`src/rtl/nrisc_ula_mc.sv`:
```
// nrisc_ula_mc: multi-cycle NRISC ALU with start/busy/done handshake and registered result/flags.
// Iterative MUL/MULH/DIVU/REMU engines are built only when NRISC_ULA_MULDIV_EN is defined.
module nrisc_ula_mc #(
  parameter int TAM = 16
) (
  input  logic           clk,
  input  logic           rst,
  input  logic [TAM-1:0] ULA_A,
  input  logic [TAM-1:0] ULA_B,
  input  logic [3:0]     ULA_ctrl,
  input  logic           ULA_start,
  output logic           ULA_busy,
  output logic           ULA_done,
  output logic [TAM-1:0] ULA_OUT,
  output logic [2:0]     ULA_flags
);
  localparam int SHW = $clog2(TAM);

  logic [SHW-1:0] sh;
  logic [TAM:0]   shl_t, shr_t, sar_t;
  logic [TAM-1:0] rol_res, sc_res;
  logic           sc_c;
  logic [2:0]     sc_flags;
  logic           accept, muldiv_issue;
  logic [TAM-1:0] out_q, out_d;
  logic [2:0]     flags_q, flags_d;
  logic           done_q, done_d;

  // Shifts run on a one-bit-wider word so the last bit shifted out lands in a fixed position.
  assign sh      = ULA_B[SHW-1:0];
  assign shl_t   = {1'b0, ULA_A} << sh;
  assign shr_t   = {ULA_A, 1'b0} >> sh;
  assign sar_t   = $unsigned($signed({ULA_A, 1'b0}) >>> sh);
  assign rol_res = (ULA_A << sh) | (ULA_A >> (TAM - int'(sh)));

  always_comb begin
    sc_res = '0;
    sc_c   = 1'b0;
    case (ULA_ctrl)
      4'h0:       {sc_c, sc_res} = {1'b0, ULA_A} + {1'b0, ULA_B};
      4'h1, 4'hE: {sc_c, sc_res} = {1'b0, ULA_A} - {1'b0, ULA_B};
      4'h2:       sc_res = ULA_A & ULA_B;
      4'h3:       sc_res = ULA_A | ULA_B;
      4'h4:       sc_res = ULA_A ^ ULA_B;
      4'h5:       sc_res = ~ULA_A;
      4'h6:       {sc_c, sc_res} = shl_t;
      4'h7:       {sc_res, sc_c} = shr_t;
      4'h8:       {sc_res, sc_c} = sar_t;
      4'h9:       begin sc_res = rol_res; sc_c = rol_res[0]; end
      4'hF:       sc_res = ULA_B;
      default:    ;
    endcase
  end

  assign sc_flags = {sc_c, sc_res[TAM-1], sc_res == '0};

`ifdef NRISC_ULA_MULDIV_EN
  typedef enum logic [1:0] {S_IDLE, S_MUL, S_DIV} state_e;
  state_e           state_q, state_d;
  logic [SHW:0]     cnt_q, cnt_d;
  logic [TAM-1:0]   opnd_q, opnd_d;
  logic             hi_q, hi_d;
  logic [2*TAM-1:0] prod_q, prod_d, prod_step;
  logic [TAM-1:0]   quo_q, quo_d, quo_step, rem_q, rem_d, rem_step;
  logic [TAM:0]     mul_sum, div_r, div_diff;
  logic             is_mul, is_div, fin, eng_c;
  logic [TAM-1:0]   eng_res;

  assign is_mul       = (ULA_ctrl[3:1] == 3'b101);
  assign is_div       = (ULA_ctrl[3:1] == 3'b110);
  assign accept       = ULA_start && (state_q == S_IDLE);
  assign muldiv_issue = is_mul || is_div;
  assign fin          = (state_q != S_IDLE) && (cnt_q == (SHW+1)'(1));

  // Shift-add: multiplier sits in the low half and is consumed LSB first.
  assign mul_sum   = {1'b0, prod_q[2*TAM-1:TAM]} + {1'b0, opnd_q};
  assign prod_step = prod_q[0] ? {mul_sum, prod_q[TAM-1:1]} : {1'b0, prod_q[2*TAM-1:1]};

  // Restoring division; a divisor of zero always "fits", giving all-ones quotient and rem = A.
  assign div_r    = {rem_q, quo_q[TAM-1]};
  assign div_diff = div_r - {1'b0, opnd_q};
  assign quo_step = {quo_q[TAM-2:0], ~div_diff[TAM]};
  assign rem_step = div_diff[TAM] ? div_r[TAM-1:0] : div_diff[TAM-1:0];

  always_comb begin
    eng_res = '0;
    eng_c   = 1'b0;
    if (state_q == S_MUL) begin
      eng_res = hi_q ? prod_step[2*TAM-1:TAM] : prod_step[TAM-1:0];
      eng_c   = |prod_step[2*TAM-1:TAM];
    end else if (state_q == S_DIV) begin
      eng_res = hi_q ? rem_step : quo_step;
      eng_c   = (opnd_q == '0);
    end
  end

  always_ff @(posedge clk or negedge rst) begin
    if (!rst) state_q <= S_IDLE;
    else      state_q <= state_d;
  end

  always_comb begin
    state_d = state_q;
    case (state_q)
      S_IDLE:  if (accept && is_mul) state_d = S_MUL;
               else if (accept && is_div) state_d = S_DIV;
      default: if (fin) state_d = S_IDLE;
    endcase
  end

  always_comb begin
    ULA_busy = (state_q != S_IDLE);
  end

  always_comb begin
    cnt_d  = cnt_q;
    opnd_d = opnd_q;
    hi_d   = hi_q;
    prod_d = prod_q;
    quo_d  = quo_q;
    rem_d  = rem_q;
    if (accept) begin
      cnt_d  = (SHW+1)'(TAM);
      opnd_d = is_div ? ULA_B : ULA_A;
      hi_d   = ULA_ctrl[0];
      prod_d = {{TAM{1'b0}}, ULA_B};
      quo_d  = ULA_A;
      rem_d  = '0;
    end else if (state_q != S_IDLE) begin
      cnt_d  = cnt_q - 1'b1;
      prod_d = prod_step;
      quo_d  = quo_step;
      rem_d  = rem_step;
    end
  end

  always_ff @(posedge clk or negedge rst) begin
    if (!rst) begin
      cnt_q  <= '0;
      opnd_q <= '0;
      hi_q   <= 1'b0;
      prod_q <= '0;
      quo_q  <= '0;
      rem_q  <= '0;
    end else begin
      cnt_q  <= cnt_d;
      opnd_q <= opnd_d;
      hi_q   <= hi_d;
      prod_q <= prod_d;
      quo_q  <= quo_d;
      rem_q  <= rem_d;
    end
  end
`else
  assign accept       = ULA_start;
  assign muldiv_issue = 1'b0;
  assign ULA_busy     = 1'b0;
`endif

  always_comb begin
    out_d   = out_q;
    flags_d = flags_q;
    done_d  = 1'b0;
    if (accept && !muldiv_issue) begin
      if (ULA_ctrl != 4'hE) out_d = sc_res;
      flags_d = sc_flags;
      done_d  = 1'b1;
    end
`ifdef NRISC_ULA_MULDIV_EN
    if (fin) begin
      out_d   = eng_res;
      flags_d = {eng_c, eng_res[TAM-1], eng_res == '0};
      done_d  = 1'b1;
    end
`endif
  end

  always_ff @(posedge clk or negedge rst) begin
    if (!rst) begin
      out_q   <= '0;
      flags_q <= 3'b000;
      done_q  <= 1'b0;
    end else begin
      out_q   <= out_d;
      flags_q <= flags_d;
      done_q  <= done_d;
    end
  end

  assign ULA_OUT   = out_q;
  assign ULA_flags = flags_q;
  assign ULA_done  = done_q;
endmodule

```
`config.mk`:
```
export PLATFORM = sky130hd
export DESIGN_NAME = nrisc_ula_mc
export DESIGN_NICKNAME = d
export VERILOG_FILES = /design/src/rtl/nrisc_ula_mc.sv
export SDC_FILE = /design/constraint.sdc
export NUM_CORES = 1
export LEC_CHECK = 0
export CAP_MARGIN = 20
export CORE_UTILIZATION = 50
export CTS_CLUSTER_SIZE = 30
export DETAILED_ROUTE_END_ITERATION = 6
export PLACE_DENSITY = 0.74
export SETUP_SLACK_MARGIN = 0.3
export SLEW_MARGIN = 15
export SYNTH_ARGS = -nofsm -noshare
export SYNTH_HDL_FRONTEND = slang
export SYNTH_SLANG_ARGS = --single-unit
```
`constraint.sdc`:
```
create_clock -name clk -period 0.8 [get_ports clk]
set_input_delay 0.16 -clock clk [delete_from_list [all_inputs] [get_ports clk]]
set_output_delay 0.16 -clock clk [all_outputs]
set_load 0.01 [all_outputs]
```
==> results of run 1 <==
-- per-layer routing --
layer	track usage, %	overflow
met5	27.8	0
met4	90.9	60
met3	65.8	3
met2	99.6	74
met1	80.9	0
-- per-stage QoR --
step | hold WS, ps | worst slack [ps]
floorplan | -136 | -2310
detailed placement | 474 | -3080
CTS | 259 | -2200
global placement | 464 | -3060
-- repair_timing --
item | in CTS
gates resized for setup | 372
setup endpoints to repair | 40
pin swaps | 51
buffers inserted | 40
-- logic make-up after synthesis --
family	share of synthesized area, %
buf+inv	8.52
other cells	0.0606
fa+ha+maj	11.4
mux	20.3
compound gates	28.9
xor+xnor	1.86
simple gates	20.9
flops	8.09
==> out/summary.txt, run 1 <==
Biggest area consumer among synthesized cells: sky130_fd_sc_hd__ha_1
Most numerous cell types in the synthesized netlist: sky130_fd_sc_hd__nor2_1 (74), sky130_fd_sc_hd__nand2_1 (58), sky130_fd_sc_hd__a21oi_1 (57)
Starting utilization of the core area: 51.5%
DIE HEIGHT: 113 um
Worst-path endpoint after global-route repair_timing: ULA_flags[0]$_DFFE_PN0P_/D
Number of synthesis warnings: 0
Final Wtd Congestion: 1.07
Error message: [ERROR GRT-0232] Routing congestion too high. Check the congestion heatmap in the GUI.
Total I/O pin count: 60
Worst_ep kind: sequential cell input
Number of CTS-inserted buffers: 3
Placement Rows: 40
Asr flop ratio synth: 100%
#FFs+latches synth: 20
Root buf cell: sky130_fd_sc_hd__clkbuf_16
Maximum number of buffers from clock root to sink: 2
Gate Count Post-Synth: 827
Most frequent cell after synthesis: sky130_fd_sc_hd__nor2_1
GRT overflow: 137
Status: did not finish
Share of the yosys chip area belonging to registers: 8.09%
Clock sinks: 20
Placement Cell Area: 9400 um^2
Synth Area per Inst: 7.48 um^2
Area of the mapped netlist: 6190 um^2
Area share of the largest cell type after synthesis: 10.7%
# placed instances: 1,300
Prevailing post-synth register cell: sky130_fd_sc_hd__dfrtp_1
Input/output buffers: 58
Count of flip-flops with a built-in enable after synthesis: 0
Largest cells by area after synthesis: sky130_fd_sc_hd__ha_1 (11%), sky130_fd_sc_hd__dfrtp_1 (8.1%), sky130_fd_sc_hd__mux2i_1 (7.6%)
Last flow stage reached: global routing
Nets in the synthesized netlist: 921
Hold Buf Count CTS: 0
Pin count of the biggest net entering global routing: 35
Half-perimeter wire length after detailed placement: 24.8 mm
CTS H-tree depth: 1
Die width: 113 um
Overall Global Routing Usage: 82.7%
Number of different library cells in the post-synthesis netlist: 81
==> run 2: changes to the inputs <==
Settings changed: CORE_UTILIZATION 50 to 35, CTS_CLUSTER_SIZE 30 to default, PLACE_DENSITY 0.74 to default, PLACE_DENSITY_LB_ADDON from default to 0.15, SETUP_SLACK_MARGIN 0.3 to default.
Clock period 0.8 ns to 1 ns, I/O delays scaled along.
==> out/summary.txt, run 2 <==
Status: finished, violations left
Violations in the final reports: setup timing
Util after Layout: 67.7%
Total wirelength of the detailed-routed design: 34.6 mm
Count of flip-flops with a built-in enable after synthesis: 0
Final hold violations: 0
Most numerous cell types in the synthesized netlist: sky130_fd_sc_hd__nor2_1 (74), sky130_fd_sc_hd__nand2_1 (58), sky130_fd_sc_hd__a21oi_1 (57)
Biggest area consumer among synthesized cells: sky130_fd_sc_hd__ha_1
Final setup margin: -2050 ps
Prevailing post-synth register cell: sky130_fd_sc_hd__dfrtp_1
Switching share of total power: 41.3%
Final net count: 1,362
Max_cap viols: 0
Antenna fix cells: 0
DIE HEIGHT: 135 um
Reg-to-reg endpoint: ULA_OUT[4]
Worst R2R Start: ULA_OUT[4]
Delay of the slowest cell on the worst path: 260 ps
Number of CTS-inserted buffers: 3
Relative contribution of the clock network to total power: 12.5%
Logic gate share of total power: 76.1%
Hold Buf Count CTS: 0
Number of detailed-route iterations in the first pass: 5
Share of the yosys chip area belonging to registers: 8.09%
Placement Cell Area: 9700 um^2
Total number of vias: 8,911
Antenna viol nets, final: 0
Reg-to-reg slack, setup: 120 ps
Switching power: 3.75 mW
Number of synthesis warnings: 0
Half-perimeter wire length after detailed placement: 26.7 mm
Final Total Pwr: 9.06 mW
Nets in the synthesized netlist: 921
Top Family by Delay on Critical Path: buffers and inverters
Minimum clock period: 3050 ps
Overall Global Routing Usage: 37.5%
Root buf cell: sky130_fd_sc_hd__clkbuf_16
Most frequent cell after synthesis: sky130_fd_sc_hd__nor2_1
Critical path class: input port to flop
Cell area after layout: 11,700 um^2
Worst IR drop on VDD: 0.901 mV
Synth Area per Inst: 7.48 um^2
Number of non-filler instances in the completed layout: 1,492
Via-per-instance ratio: 5.97
Commonest non-fill, non-tap cell in the layout: sky130_fd_sc_hd__buf_4
Drt wl/cell: 23.2 um
Pre-CTS WS: -2950 ps
Number of different library cells in the post-synthesis netlist: 81
Fraction of final layout cells with drive strength greater than 1: 57.5%
Area share of the largest cell type after synthesis: 10.7%
Die width: 135 um
Relative max-transition margin: 46.9%
Die area: 18,200 um^2
GRT overflow: 0
CTS H-tree depth: 1
Element type at the critical path start: input port
Asr flop ratio synth: 100%
Number of buffers and inverters on the critical path: 14
Total I/O pin count: 60
Post-detailed-route DRC marker count: 0
Max Slew Vio Count: 0
Initial antenna violation count: 0
Worst-case hold slack: 275 ps
Crit path cell chain: buf_12 -> buf_12 -> buf_8 -> buf_6 -> mux2i_4 -> buf_6 -> mux2i_2 -> mux2i_1 -> a2bb2oi_2 -> buf_4 -> nand4_1 -> buf_4 -> buf_4 -> buf_4 -> buf_4 -> buf_4 -> buf_4 -> buf_4 -> buf_4 -> mux2_2
Detailed Route Iter0 Violations: 881
Most frequent cells in the layout: sky130_fd_sc_hd__buf_4 (389), sky130_fd_sc_hd__nor2_1 (63), sky130_fd_sc_hd__nand2_1 (57), sky130_fd_sc_hd__buf_6 (57), sky130_fd_sc_hd__a21oi_1 (42)
Pin count of the biggest net entering global routing: 23
Maximum number of buffers from clock root to sink: 2
Clock tree from TritonCTS: yes
Power density relative to cell area: 774 nW/um^2
Setup repair after global routing missed its margin: yes
Global-route wire length before repair: 51.7 mm
Internal power consumption: 5.31 mW
Slowest CP cell: sky130_fd_sc_hd__mux2i_4
Max Clock Skew: 0 ps
Fraction of the cycle the final worst path needs: 305%
Portion of total power attributed to sequential cells: 11.4%
Area of the mapped netlist: 6190 um^2
Element type at the critical path end: flop
# placed instances: 1,403
Cell type with the highest occurrence count on the critical path: sky130_fd_sc_hd__buf_4
Largest fanout on the critical path: 5
Later-pin clock latency in the skew report: 270 ps
Total of endpoints with negative setup slack in the final report: 19
Largest cells by area after synthesis: sky130_fd_sc_hd__ha_1 (11%), sky130_fd_sc_hd__dfrtp_1 (8.1%), sky130_fd_sc_hd__mux2i_1 (7.6%)
Flip-flop count of the largest register after layout: 16
Required time at the worst-slack endpoint: 1140 ps
Clock sinks: 20
LEAKAGE: 5.27 nW
Placement Rows: 48
Floorplan Core Area: 17,300 um^2
Worst-margin pin slew: 790 ps
Final Wtd Congestion: 1.04
Worst EP arrival: 3190 ps
Depth of the most critical reg-to-reg path: 2
Gate Count Post-Synth: 827
Clock Pin Slew Worst Setup and Hold Paths: 60 ps
Fmax achieved: 328 MHz
Hold Crit Class: input port to asynchronous set/reset pin
Final-layout setup total negative slack: -30,220 ps
Starting utilization of the core area: 35.8%
#FFs+latches synth: 20
Number of global-route vias before repair: 8,840
Input/output buffers: 58
Synthesis-to-layout area growth: 89.3%
==> run 2: cell counts after synthesis <==
No cell type changed its count.
==> run 2: worst max-delay path by stage <==
| stage | start | endpoint | slack (ps) | cells after the start |
|---|---|---|---|---|
| detailed placement | ULA_A[0] | ULA_flags[0] | -2950 | 14 |
| floorplan | ULA_B[2] | ULA_flags[0] | -2150 | 15 |
| finish | ULA_B[0] | ULA_OUT[3] | -2050 | 20 |
| global placement | ULA_A[0] | ULA_flags[0] | -2900 | 14 |
| global route | ULA_B[1] | ULA_flags[0] | -2120 | 14 |
| CTS | ULA_B[0] | ULA_flags[0] | -2010 | 14 |
==> run 2: power groups by stage <==
stage          Combinational (mW)  Sequential (mW)  Clock (mW)
3_3_place_gp                 5.36             1.04           0
3_5_place_dp                 5.44             1.05           0
5_1_grt                      7.22             1.04        1.18
6_report                     6.89             1.03        1.14
4_1_cts                      6.30             1.03        1.14
2_1_floorplan                2.50             1.11           0
==> run 2: layout make-up <==
type / instances / area, um^2
clock buffer: 3 / 75.1
clock inverter: 1 / 30.0
fill: 1433 / 5590
inverter: 49 / 214
multi-input combinational: 684 / 6350
sequential: 20 / 500
tap: 225 / 282
timing repair buffer: 510 / 4250
==> run 2: cells by family (layout without fill, tap and decap cells) <==
kind of cell    Yosys count  count (layout)  share of synthesized area [%]
flops                    20              20                           8.09
compound gates          260             260                           28.9
fa+ha+maj                55              55                           11.4
buf+inv                 123             563                           8.52
mux                      94              94                           20.3
simple gates            263             263                           20.9
xor+xnor                 11              11                           1.86
other cells               1               1                         0.0606
==> run 2: timing repair <==
action / 4_1_cts / 5_1_grt
cloned: 2 / 0
pin swaps: 78 / 39
endpoints found under the setup margin: 39 / 29
buffers inserted: 66 / 28
gates resized for setup: 387 / 78
==> run 2: worst reg2reg max path: cells and delay by family, from the launching register on <==
family                 cells  cell delay [ps]
DFF                        1              370
buffers and inverters      1              130
muxes                      1              260
==> run 2: layer usage <==
layer | vias up | share of wire [%] | global-route usage [%]
met1 | 4370 | 43 | 50.6
met5 | - | 0 | 0
met2 | 430 | 45 | 58.8
met4 | 0 | 4.5 | 14.9
li1 | 4022 | - | -
met3 | 89 | 7.6 | 7.06
Note: power is estimated with default switching activity, not from simulation.
